===== config.mk =====
export PLATFORM = sky130hd
export DESIGN_NAME = fetch_unit
export DESIGN_NICKNAME = d
export VERILOG_FILES = /design/src/rtl/fetch_unit_pkg.sv /design/src/rtl/next_pc_sel.sv /design/src/rtl/fetch_unit.sv
export SDC_FILE = /design/constraint.sdc
export NUM_CORES = 1
export LEC_CHECK = 0
export BUFFER_PORTS_ARGS = -buffer_cell sky130_fd_sc_hd__buf_2
export CAP_MARGIN = 20
export CORE_UTILIZATION = 49
export CTS_CLUSTER_SIZE = 24
export DETAILED_ROUTE_END_ITERATION = 12
export GPL_ROUTABILITY_DRIVEN = 0
export HOLD_SLACK_MARGIN = 0.02
export PLACE_DENSITY = 0.81
export SLEW_MARGIN = 20
export SYNTH_ARGS = -nofsm -noshare
export SYNTH_HDL_FRONTEND = slang
export SYNTH_SLANG_ARGS = --single-unit

===== constraint.sdc =====
create_clock -name clock -period 2.23 [get_ports clock]
set_clock_uncertainty 0.15 [all_clocks]
set_input_delay 0.446 -clock clock [delete_from_list [all_inputs] [get_ports clock]]
set_output_delay 0.446 -clock clock [all_outputs]
set_load 0.02 [all_outputs]

===== src/rtl/fetch_unit_pkg.sv =====
// Shared definitions for the fetch stage and its neighbours (control unit, bench).
package fetch_unit_pkg;

    // Processor lifecycle as seen by the fetch stage.
    typedef enum logic [1:0] {
        IDLE   = 2'd0,
        RUN    = 2'd1,
        HALTED = 2'd2
    } fetch_state_t;

    // Default program counter width; ROM depth is 2**PC_WIDTH.
    localparam int unsigned DEFAULT_PC_WIDTH = 8;

    // Opcode fields shared with the control unit: halt is {spec_op, xx, hlt_op}.
    localparam logic [3:0] spec_op = 4'b0111;
    localparam logic [2:0] hlt_op  = 3'b010;

    // Branch offset lives in instruction[4:0], two's complement.
    localparam int unsigned BR_OFF_WIDTH = 5;

    // True when the instruction word encodes halt.
    function automatic logic is_halt(input logic [8:0] instr);
        return (instr[8:5] == spec_op) && (instr[2:0] == hlt_op);
    endfunction

endpackage


===== src/rtl/next_pc_sel.sv =====
// Combinational next-PC selection: hold > jump > taken branch > fall-through.
// All arithmetic wraps modulo 2**PC_WIDTH. Requires PC_WIDTH >= BR_OFF_WIDTH.
module next_pc_sel
    import fetch_unit_pkg::*;
#(
    parameter int unsigned PC_WIDTH = DEFAULT_PC_WIDTH
) (
    input  logic [PC_WIDTH-1:0]     pc_i,
    input  logic [BR_OFF_WIDTH-1:0] br_off_i,
    input  logic                    hold_i,
    input  logic                    jmp_i,
    input  logic [PC_WIDTH-1:0]     jump_target_i,
    input  logic                    branch_i,
    input  logic                    branch_taken_i,
    output logic [PC_WIDTH-1:0]     next_pc_o
);

    logic [PC_WIDTH-1:0] off_ext;
    logic [PC_WIDTH-1:0] br_pc;
    logic [PC_WIDTH-1:0] seq_pc;

    // Sign-extend the offset; adding it modulo 2**PC_WIDTH gives a wrapping signed add.
    assign off_ext = {{(PC_WIDTH - BR_OFF_WIDTH){br_off_i[BR_OFF_WIDTH-1]}}, br_off_i};
    assign br_pc   = pc_i + off_ext;
    assign seq_pc  = pc_i + {{(PC_WIDTH - 1){1'b0}}, 1'b1};

    // Priority mux: the branch target is relative to the branch's own PC.
    always_comb begin
        next_pc_o = seq_pc;
        if (hold_i) begin
            next_pc_o = pc_i;
        end else if (jmp_i) begin
            next_pc_o = jump_target_i;
        end else if (branch_i && branch_taken_i) begin
            next_pc_o = br_pc;
        end
    end

endmodule


===== src/rtl/fetch_unit.sv =====
// Instruction-fetch stage: PC register, run/halt lifecycle FSM and cycle counter.
// Single-cycle datapath: pc -> ROM -> decoder -> next_pc_sel is combinational.
module fetch_unit
    import fetch_unit_pkg::*;
#(
    parameter int unsigned PC_WIDTH  = DEFAULT_PC_WIDTH,
    parameter int unsigned CNT_WIDTH = 16
) (
    input  logic                 clock,
    input  logic                 reset,
    input  logic                 start,
    input  logic [PC_WIDTH-1:0]  start_addr,
    input  logic [8:0]           instr_rdata,
    input  logic                 branch,
    input  logic                 branch_taken,
    input  logic                 jmp_ctrl,
    input  logic [PC_WIDTH-1:0]  jump_target,
    input  logic                 done_ctrl,
    output logic [PC_WIDTH-1:0]  pc,
    output logic [8:0]           instruction,
    output logic                 instr_valid,
    output logic                 done,
    output logic [CNT_WIDTH-1:0] cycle_count
);

    fetch_state_t         state_q, state_d;
    logic [PC_WIDTH-1:0]  pc_q, pc_d;
    logic [CNT_WIDTH-1:0] cnt_q, cnt_d;
    logic [PC_WIDTH-1:0]  next_pc;

    next_pc_sel #(
        .PC_WIDTH (PC_WIDTH)
    ) u_next_pc_sel (
        .pc_i           (pc_q),
        .br_off_i       (instr_rdata[BR_OFF_WIDTH-1:0]),
        .hold_i         (done_ctrl),
        .jmp_i          (jmp_ctrl),
        .jump_target_i  (jump_target),
        .branch_i       (branch),
        .branch_taken_i (branch_taken),
        .next_pc_o      (next_pc)
    );

    // Next state, PC and counter; control inputs only matter in RUN, start only outside it.
    always_comb begin
        state_d = state_q;
        pc_d    = pc_q;
        cnt_d   = cnt_q;
        unique case (state_q)
            IDLE, HALTED: begin
                if (start) begin
                    state_d = RUN;
                    pc_d    = start_addr;
                    cnt_d   = '0;
                end
            end
            RUN: begin
                // The halt cycle itself still counts as executed.
                if (cnt_q != '1) begin
                    cnt_d = cnt_q + 1'b1;
                end
                // next_pc already holds when done_ctrl is set.
                pc_d = next_pc;
                if (done_ctrl) begin
                    state_d = HALTED;
                end
            end
            default: begin
                state_d = IDLE;
            end
        endcase
    end

    // State, PC and counter registers with asynchronous reset.
    always_ff @(posedge clock or posedge reset) begin
        if (reset) begin
            state_q <= IDLE;
            pc_q    <= '0;
            cnt_q   <= '0;
        end else begin
            state_q <= state_d;
            pc_q    <= pc_d;
            cnt_q   <= cnt_d;
        end
    end

    // Outputs decoded from registered state only.
    always_comb begin
        pc          = pc_q;
        instruction = instr_rdata;
        instr_valid = (state_q == RUN);
        done        = (state_q == HALTED);
        cycle_count = cnt_q;
    end

endmodule


==> results of run 1 <==
==> routing by layer <==
metal  share of wire, %  up-vias
li1                   -      821
met1                 44      776
met2                 51       42
met3                4.2        4
met4               0.81        0
met5                  0        -
==> cell usage after synthesis (2+ instances only) <==
cell type / n / area, um^2
nor2b_1: 5 / 31.3
xor2_1: 10 / 87.6
inv_1: 8 / 30.0
xnor2_1: 4 / 35.0
nand2_1: 17 / 63.8
a21oi_1: 13 / 65.1
nand3_1: 19 / 95.1
nand2b_1: 4 / 25.0
mux2i_1: 7 / 70.1
o21ai_0: 12 / 60.1
ha_1: 5 / 62.6
and3_1: 5 / 31.3
clkbuf_1: 5 / 18.8
nand3b_1: 2 / 15.0
buf_4: 9 / 67.6
and4_1: 4 / 35.0
buf_2: 3 / 15.0
o21ai_1: 2 / 10.0
nand4_1: 2 / 12.5
nor3_1: 4 / 20.0
nor2_1: 20 / 75.1
and3_2: 2 / 15.0
dfrtp_1: 26 / 651
==> state kept, by name, summed over array words and instances, names as in the netlist <==
register     flops
pc               8
state_q          2
cycle_count     16
==> final timing paths <==
check,endpoint,slack [ns],depth (start not counted)
hold / removal,pc[5],0.22,3
max in group asynchronous,state_q[1],1.12,4
min in group asynchronous,pc[0],0.57,4
setup reg to reg,pc[5],0.12,7
setup / recovery,pc[5],0.1,10
hold reg to reg,pc[2],0.40,2
==> worst register-to-register path: cells and delay by family (launching register included) <==
kind / cells / cell delay, ns
compound gates: 3 / 0.77
flops: 1 / 0.42
fa+ha+maj: 1 / 0.30
simple gates: 2 / 0.29
xor+xnor: 1 / 0.08
==> timing repair <==
item / 4_1_cts / 5_1_grt
setup endpoints to repair: 0 / 3
buffers inserted: 0 / 1
resized for setup: 0 / 7
endpoints found under the hold margin: 9 / 0
hold buffers: 1 / 0
==> cell type report <==
cell class                      count  share of cell area [%]
Timing Repair Buffer               71                    18.2
Multi-Input combinational cell    152                    46.2
Sequential cell                    26                    30.3
Clock buffer                        3                    1.05
Inverter                            9                    1.57
Tap cell                           46                    2.68
==> power by group through the flow <==
stage               registers, mW  logic [mW]  clock network [mW]
floorplan                   0.753       0.493                   0
global placement            0.684       0.803                   0
detailed placement          0.686       0.824                   0
CTS                         0.677       0.829               0.200
global route                0.701       0.966               0.215
finish                      0.685       0.870               0.190
==> per-stage QoR <==
| stage | setup slack (ns) | power (mW) | std cells | hold WS [ns] |
|---|---|---|---|---|
| 6_report | 0.0999 | 1.74 | 307 | 0.222 |
| 5_1_grt | -0.0120 | 1.88 | 307 | 0.220 |
| 4_1_cts | 0.00698 | 1.71 | 306 | 0.210 |
| 3_5_place_dp | -0.297 | 1.51 | 302 | 0.371 |
| 3_3_place_gp | -0.149 | 1.49 | 302 | 0.362 |
| 2_1_floorplan | 0.0391 | 1.25 | 204 | 0.336 |
==> logic make-up (layout without fill, tap and decap cells) <==
logic type | after synthesis | after routing | share of synthesized area (%)
fa+ha+maj | 6 | 6 | 4.74
simple gates | 89 | 89 | 27.1
xor+xnor | 14 | 14 | 7.03
mux | 7 | 7 | 4.02
flops | 26 | 26 | 37.3
buf+inv | 26 | 83 | 7.75
compound gates | 36 | 36 | 12.0
==> layout by cell type, fill, tap and decap left out, types with 2 or more instances in the layout <==
| cell | n |
|---|---|
| nand2b_1 | 4 |
| clkbuf_4 | 3 |
| buf_2 | 58 |
| ha_1 | 4 |
| o21ai_1 | 2 |
| a21oi_1 | 12 |
| nor3_1 | 4 |
| and4_1 | 4 |
| nand3_1 | 19 |
| buf_4 | 12 |
| inv_1 | 8 |
| nor2b_1 | 3 |
| and3_1 | 5 |
| xor2_1 | 10 |
| mux2i_1 | 7 |
| o21ai_0 | 12 |
| nand4_1 | 2 |
| nor2_1 | 20 |
| xnor2_1 | 4 |
| nand3b_1 | 2 |
| nand2_1 | 17 |
| dfrtp_1 | 26 |
| and3_2 | 2 |
==> key figures, run 1 <==
Setup path
  – Top delay family on crit path: compound AO/OA/AOI/OAI gates
  – Crit-path most repeated cell: nand3_1
  – Worst-path cell with the longest stage delay: ha_1
  – Worst reg2reg path startpoint: pc[1]
  – Critical Path Start Type: primary input
  – CP Buf/Inv Count: 2
  – Largest fanout on the critical path: 5
  – Worst path cell trace: buf_2 > nand3_1 > inv_1 > ha_1 > a211o_1 > a21oi_2 > nor2b_4 > xor2_1 > o311ai_2 > nand3_1
  – Critical path launch point: branch
  – Kind of critical path: in -> reg
  – Worst Path Required: 2.27 ns
  – Worst path max stage delay: about 0.30 ns
  – Worst endpoint data arrival time: between 2 and 2.5 ns
  – Critical path capture point type: flip-flop

CTS
  – CTS tree: yes
  – Clock sink count: 26
  – Worst-path clk slew: between 0.1 and 0.15 ns
  – Clk_lat worst skew: 0.31 ns
  – H-Tree Depth: 1
  – CTS root buf: clkbuf_4
  – Clk buf depth: 2
  – CTS buffer count: 3

Power
  – Switch Pwr: about 0.74 mW
  – Leak Pwr: approximately 1.1 nW
  – Seq pwr share: about two fifths
  – Logic pwr share: around half
  – Pint: roughly 1.0 mW
  – PD cells: 812 nW/um^2
  – Clock share of power: a little over a tenth
  – Net Sw Frac: a little over two fifths
  – Worst vdd ir: 306 uV

Logic synthesis
  – FF+latch count, synth: 26
  – Top FF cell, synth: dfrtp_1
  – Syn Std Cell Area: about 1700 um^2
  – Cell variety after synth: 39
  – Ys Warns: 0
  – Synthesized Nets: between 200 and 250
  – Mean Syn Cell Area: 8.54 um^2
  – Async set-reset flop share out of synthesis: 100%
  – Post-Syn Instances: around 200
  – Post-synth EDFFs: 0
  – Register area share after synthesis: between 30% and 40%

Timing
  – Final Critical Period: approximately 2.1 ns
  – Setup TNS: 0 ns
  – F_max: roughly 470 MHz
  – Final hold viol count: 0
  – Final setup violation count: 0
  – Worst slew pin tran: around 0.38 ns
  – Max_slew headroom: between 70% and 80%
  – Final max-slew violation count: 0
  – Period utilisation layout: between 90% and 100%

GRT
  – First-pass GRT wire length: 6.33 mm
  – Initial antenna violation count: 0
  – Vias in the first global route: around 1,400
  – Met1 Use GR: 27.5%
  – GRT Residual Overflow: 0
  – Met2 Resource Use GR: approximately two fifths
  – Total GRT Usage: 22.4%
  – GR peak layer: met2
  – M3 GR Usage: between 2 and 3%
  – Pin count of the biggest net entering global routing: 27

Cells and area
  – Layout Nets: about 300
  – # fillers: roughly 320
  – Reg area: between 600 and 700 um^2
  – Area Growth Syn to Fin: 23.3%
  – Share of layout cells above drive strength 1: 32.2%
  – Diodes inserted: 0
  – Footprint of the multi-input gates: between 900 and 1000 um^2
  – Final Cell Area: between 2000 and 2500 um^2
  – Post-Route Utilization: a little under two thirds

Floorplan
  – # rows: 21
  – Chip width: a little over 60 um
  – Initial core utilization: approximately half
  – Core Region: ~3400 um^2
  – Number of placed I/O pins: 67
  – DIE HEIGHT: 61.6 um
  – Die area: between 3000 and 4000 um^2

Drt
  – DR vias/cell: 5.35
  – Post-route ant nets: 0
  – WL/cell: 13.2 um
  – Initial DRC Count: slightly below 80
  – DRC Markers: 0
  – Routed WL: approximately 4.1 mm
  – Vias: roughly 1,600
  – First-pass iteration count of the detailed router: 4

Run
  – Maxcap violations: 0

Place
  – DP HPWL: slightly above 3 mm
  – Port bufs: 58
  – Area after DPL: about 2100 um^2

Status
  – Outcome: complete, no violations

Hold path
  – Hold Crit Class: in -> reg
  – Hold path startpoint: start_addr[5]
No activity file was read; power rests on OpenSTA's default activity.
==> run 2: changes to the inputs <==
--- a/config.mk
+++ b/config.mk
@@ -5,14 +5,16 @@
 export SDC_FILE = /design/constraint.sdc
 export NUM_CORES = 1
 export LEC_CHECK = 0
-export BUFFER_PORTS_ARGS = -buffer_cell sky130_fd_sc_hd__buf_2
+export ABC_AREA = 1
 export CAP_MARGIN = 20
-export CORE_UTILIZATION = 49
+export CORE_UTILIZATION = 63
 export CTS_CLUSTER_SIZE = 24
 export DETAILED_ROUTE_END_ITERATION = 12
+export DONT_BUFFER_PORTS = 1
 export GPL_ROUTABILITY_DRIVEN = 0
 export HOLD_SLACK_MARGIN = 0.02
-export PLACE_DENSITY = 0.81
+export PLACE_DENSITY = 0.8
+export SETUP_SLACK_MARGIN = 0.4
 export SLEW_MARGIN = 20
 export SYNTH_ARGS = -nofsm -noshare
 export SYNTH_HDL_FRONTEND = slang
==> run 2 against run 1 <==
Effect of this change: worst setup slack better by 0.021 ns; fmax grew 1.0%; critical path depth grew 2; synthesized cell count increased by 25%; cell area is 15% higher; clock power rose by 76%; combinational power grew 26%; sequential cell count unchanged; critical endpoint is now cycle_count[5].
==> key figures, run 2 <==
Place
  – Placed Instances: 287 (-5.0%)
  – Area after DPL: 1950 um^2 (-6.2%)
  – DP HPWL: 3.27 mm (+5.0%)
  – Port bufs: 0 (-100%)
  – Post-Place Worst Slack: 0.115 ns (+0.412 ns)

Logic synthesis
  – Synthesized Nets: 294 (+21%)
  – Post-Syn Instances: 256 (+25%)
  – Share of the synthesized area in the top cell type: 35.3% (-2.0 points)
  – FF+latch count, synth: 26 (unchanged)
  – Mean Syn Cell Area: 7.19 um^2 (-16%)
  – Register area share after synthesis: 35.3% (-2.0 points)
  – Syn Std Cell Area: 1840 um^2 (+5.7%)
  – Top FF cell, synth: dfrtp_1
  – Top-count cell post-synth: nand2_1
  – Post-synth top area cell: dfrtp_1
  – Post-synth EDFFs: 0 (unchanged)
  – Cell variety after synth: 32 (-18%)
  – Synth top area cells: dfrtp_1, nand2_1, inv_1, a21oi_1, nor2_1
  – Ys Warns: 0 (unchanged)
  – Synth top cells by count: nand2_1, inv_1, nor2_1
  – Async set-reset flop share out of synthesis: 100% (unchanged)

Setup path
  – CP Capture Point: cycle_count[5]
  – Worst reg2reg path startpoint: cycle_count[1]
  – Worst endpoint data arrival time: 2.23 ns (+0.06 ns)
  – Worst Path Required: 2.35 ns (+0.08 ns)
  – Reg2reg end: cycle_count[5]
  – Critical path launch point: cycle_count[1]
  – Critical path capture point type: flip-flop
  – Critical Path Start Type: flip-flop
  – R2R Setup Slk: 0.12 ns (about the same)
  – Largest fanout on the critical path: 7 (+2)
  – R2R depth: 12 (+5)
  – Kind of critical path: reg -> reg

Drt
  – Vias: 2,106 (+28%)
  – First-pass iteration count of the detailed router: 5 (+1)
  – Initial DRC Count: 210 (+170%)
  – Post-route ant nets: 0 (unchanged)
  – Highest Signal Layer: met4
  – DR vias/cell: 6.69 (+25%)
  – Met3 WL post-DR: 552 um (+220%)
  – WL met1: 2.24 mm (+26%)
  – DRC Markers: 0 (unchanged)
  – Routed WL: 6.39 mm (+58%)
  – WL/cell: 20.3 um (+54%)
  – WL met2: 3.12 mm (+51%)

Timing
  – Final Critical Period: 2.11 ns (-0.0213 ns)
  – RSZ-0062 raised after global routing: yes
  – Period utilisation layout: 94.6% (-0.96 points)
  – Setup ws final: 0.121 ns (+0.0213 ns)
  – Final setup violation count: 0 (unchanged)
  – Final Hold Slack: 0.137 ns (-0.0844 ns)
  – Final hold viol count: 0 (unchanged)
  – Final max-slew violation count: 0 (unchanged)
  – Max_slew headroom: 48.0% (-27 points)
  – Setup TNS: 0 ns (unchanged)
  – Worst slew pin tran: 0.779 ns (+0.401 ns)
  – F_max: 474 MHz (+1.0%)

Power
  – Worst vdd ir: 795 uV (+160%)
  – Leak Pwr: 1.15 nW (+3.1%)
  – Pwr Total: 2.22 mW (+27%)
  – PD cells: 903 nW/um^2 (+11%)

CTS
  – Clock sink count: 26 (unchanged)
  – Clk buf depth: 2 (unchanged)
  – CTS tree: yes
  – CTS buffer count: 3 (unchanged)
  – Clk_lat worst skew: 0.34 ns (+0.03 ns)
  – CTS root buf: clkbuf_4
  – H-Tree Depth: 1 (unchanged)
  – Worst-path clk slew: 0.15 ns (+0.02 ns)

Cells and area
  – Final Cell Area: 2460 um^2 (+15%)
  – Max reg flops: 16 (unchanged)
  – Diodes inserted: 0 (unchanged)
  – Commonest non-fill, non-tap cell in the layout: nand2_1
  – Post-Route Utilization: 89.2% (+25 points)
  – Non-filler cells, final: 315 (+2.6%)
  – Area Growth Syn to Fin: 33.6%
  – Share of layout cells above drive strength 1: 34.5% (+2.3 points)
  – Layout Nets: 323 (+7.3%)
  – Most frequent cells in the layout: nand2_1, inv_1, buf_4

Floorplan
  – Chip width: 56.1 um (-9.0%)
  – Die area: 3140 um^2 (-17%)
  – Initial core utilization: 66.8% (+15 points)
  – DIE HEIGHT: 56.1 um (-9.0%)
  – Number of placed I/O pins: 67 (unchanged)
  – Core Region: 2760 um^2 (-18%)
  – # rows: 19 (-9.5%)

Hold path
  – Hold Crit Class: in -> reg

GRT
  – GRT Residual Overflow: 0 (unchanged)
  – Vias in the first global route: 1,922 (+33%)
  – Total GRT Usage: 34.3% (+12 points)
  – Pin count of the biggest net entering global routing: 21 (-22%)
  – Initial antenna violation count: 0 (unchanged)
  – First-pass GRT wire length: 8.32 mm (+32%)

Run
  – Maxcap violations: 0 (unchanged)

Status
  – Outcome: complete, no violations
[run 2: cell types whose count changed after synthesis, moves of 5 or more]
cell     delta
nand2_1    +28
inv_1      +26
a21oi_1    +10
nor2_1      +8
mux2i_1     -7
and3_1      -5
nand4_1     +5
nor2b_1     -5
[run 2: worst min-delay path by stage]
stage	start	endpoint	slack [ns]	cells after the start
final	start_addr[6]	pc[6]	0.14	2
after floorplan	reset	cycle_count[10]	0.34	1
after global routing	done_ctrl	state_q[1]	0.15	2
after global placement	reset	pc[7]	0.35	1
after CTS	start_addr[2]	pc[2]	0.12	2
after detailed placement	reset	cycle_count[2]	0.36	1
[run 2: layer usage]
layer	GRT usage [%]	vias up
met5	0	-
met4	18.1	0
met2	60.4	165
met3	7.21	58
met1	38.6	992
li1	-	891
[run 2: worst max-delay path: stages (launching register included)]
cell	delay, ns
dfrtp_2	0.50
ha_4	0.19
nand2_4	0.07
nor2_4	0.10
nand2_2	0.08
nor2_4	0.10
nand2_2	0.09
o21ai_4	0.16
nand2_4	0.12
buf_6	0.17
nand2_4	0.07
o21ai_2	0.06
a21oi_1	0.17
[run 2: cell families (layout without fill, tap and decap cells)]
logic type	count (synthesis)	in the layout	synth area share, %
simple gates	115	115	28.3
xor+xnor	8	8	3.80
fa+ha+maj	6	6	4.48
flops	26	26	35.3
compound gates	50	50	15.4
buf+inv	51	79	12.7
[run 2: timing repair]
item / CTS / global route
gates resized for setup: 25 / 34
setup buffers: 12 / 9
setup endpoints to repair: 24 / 23
gates cloned: 2 / 0
endpoints found under the hold margin: 19 / 0
pin swaps: 11 / 10
hold buffers: 1 / 0
[run 2: area by class of cell]
class | count | area, um^2
clock buffer | 3 | 22.5
inverter | 37 | 155
sequential | 26 | 657
timing repair buffer | 36 | 317
timing repair inverter | 2 | 16.3
tap | 31 | 38.8
fill | 128 | 298
clock inverter | 1 | 30.0
multi-input combinational | 179 | 1220
[run 2: power breakdown]
group | switching, mW | internal [mW] | leakage [nW] | total (mW)
registers | 0.212 | 0.573 | 0.331 | 0.784
clock network | 0.151 | 0.182 | 0.0279 | 0.334
logic | 0.634 | 0.469 | 0.795 | 1.10
total | 0.997 | 1.22 | 1.15 | 2.22
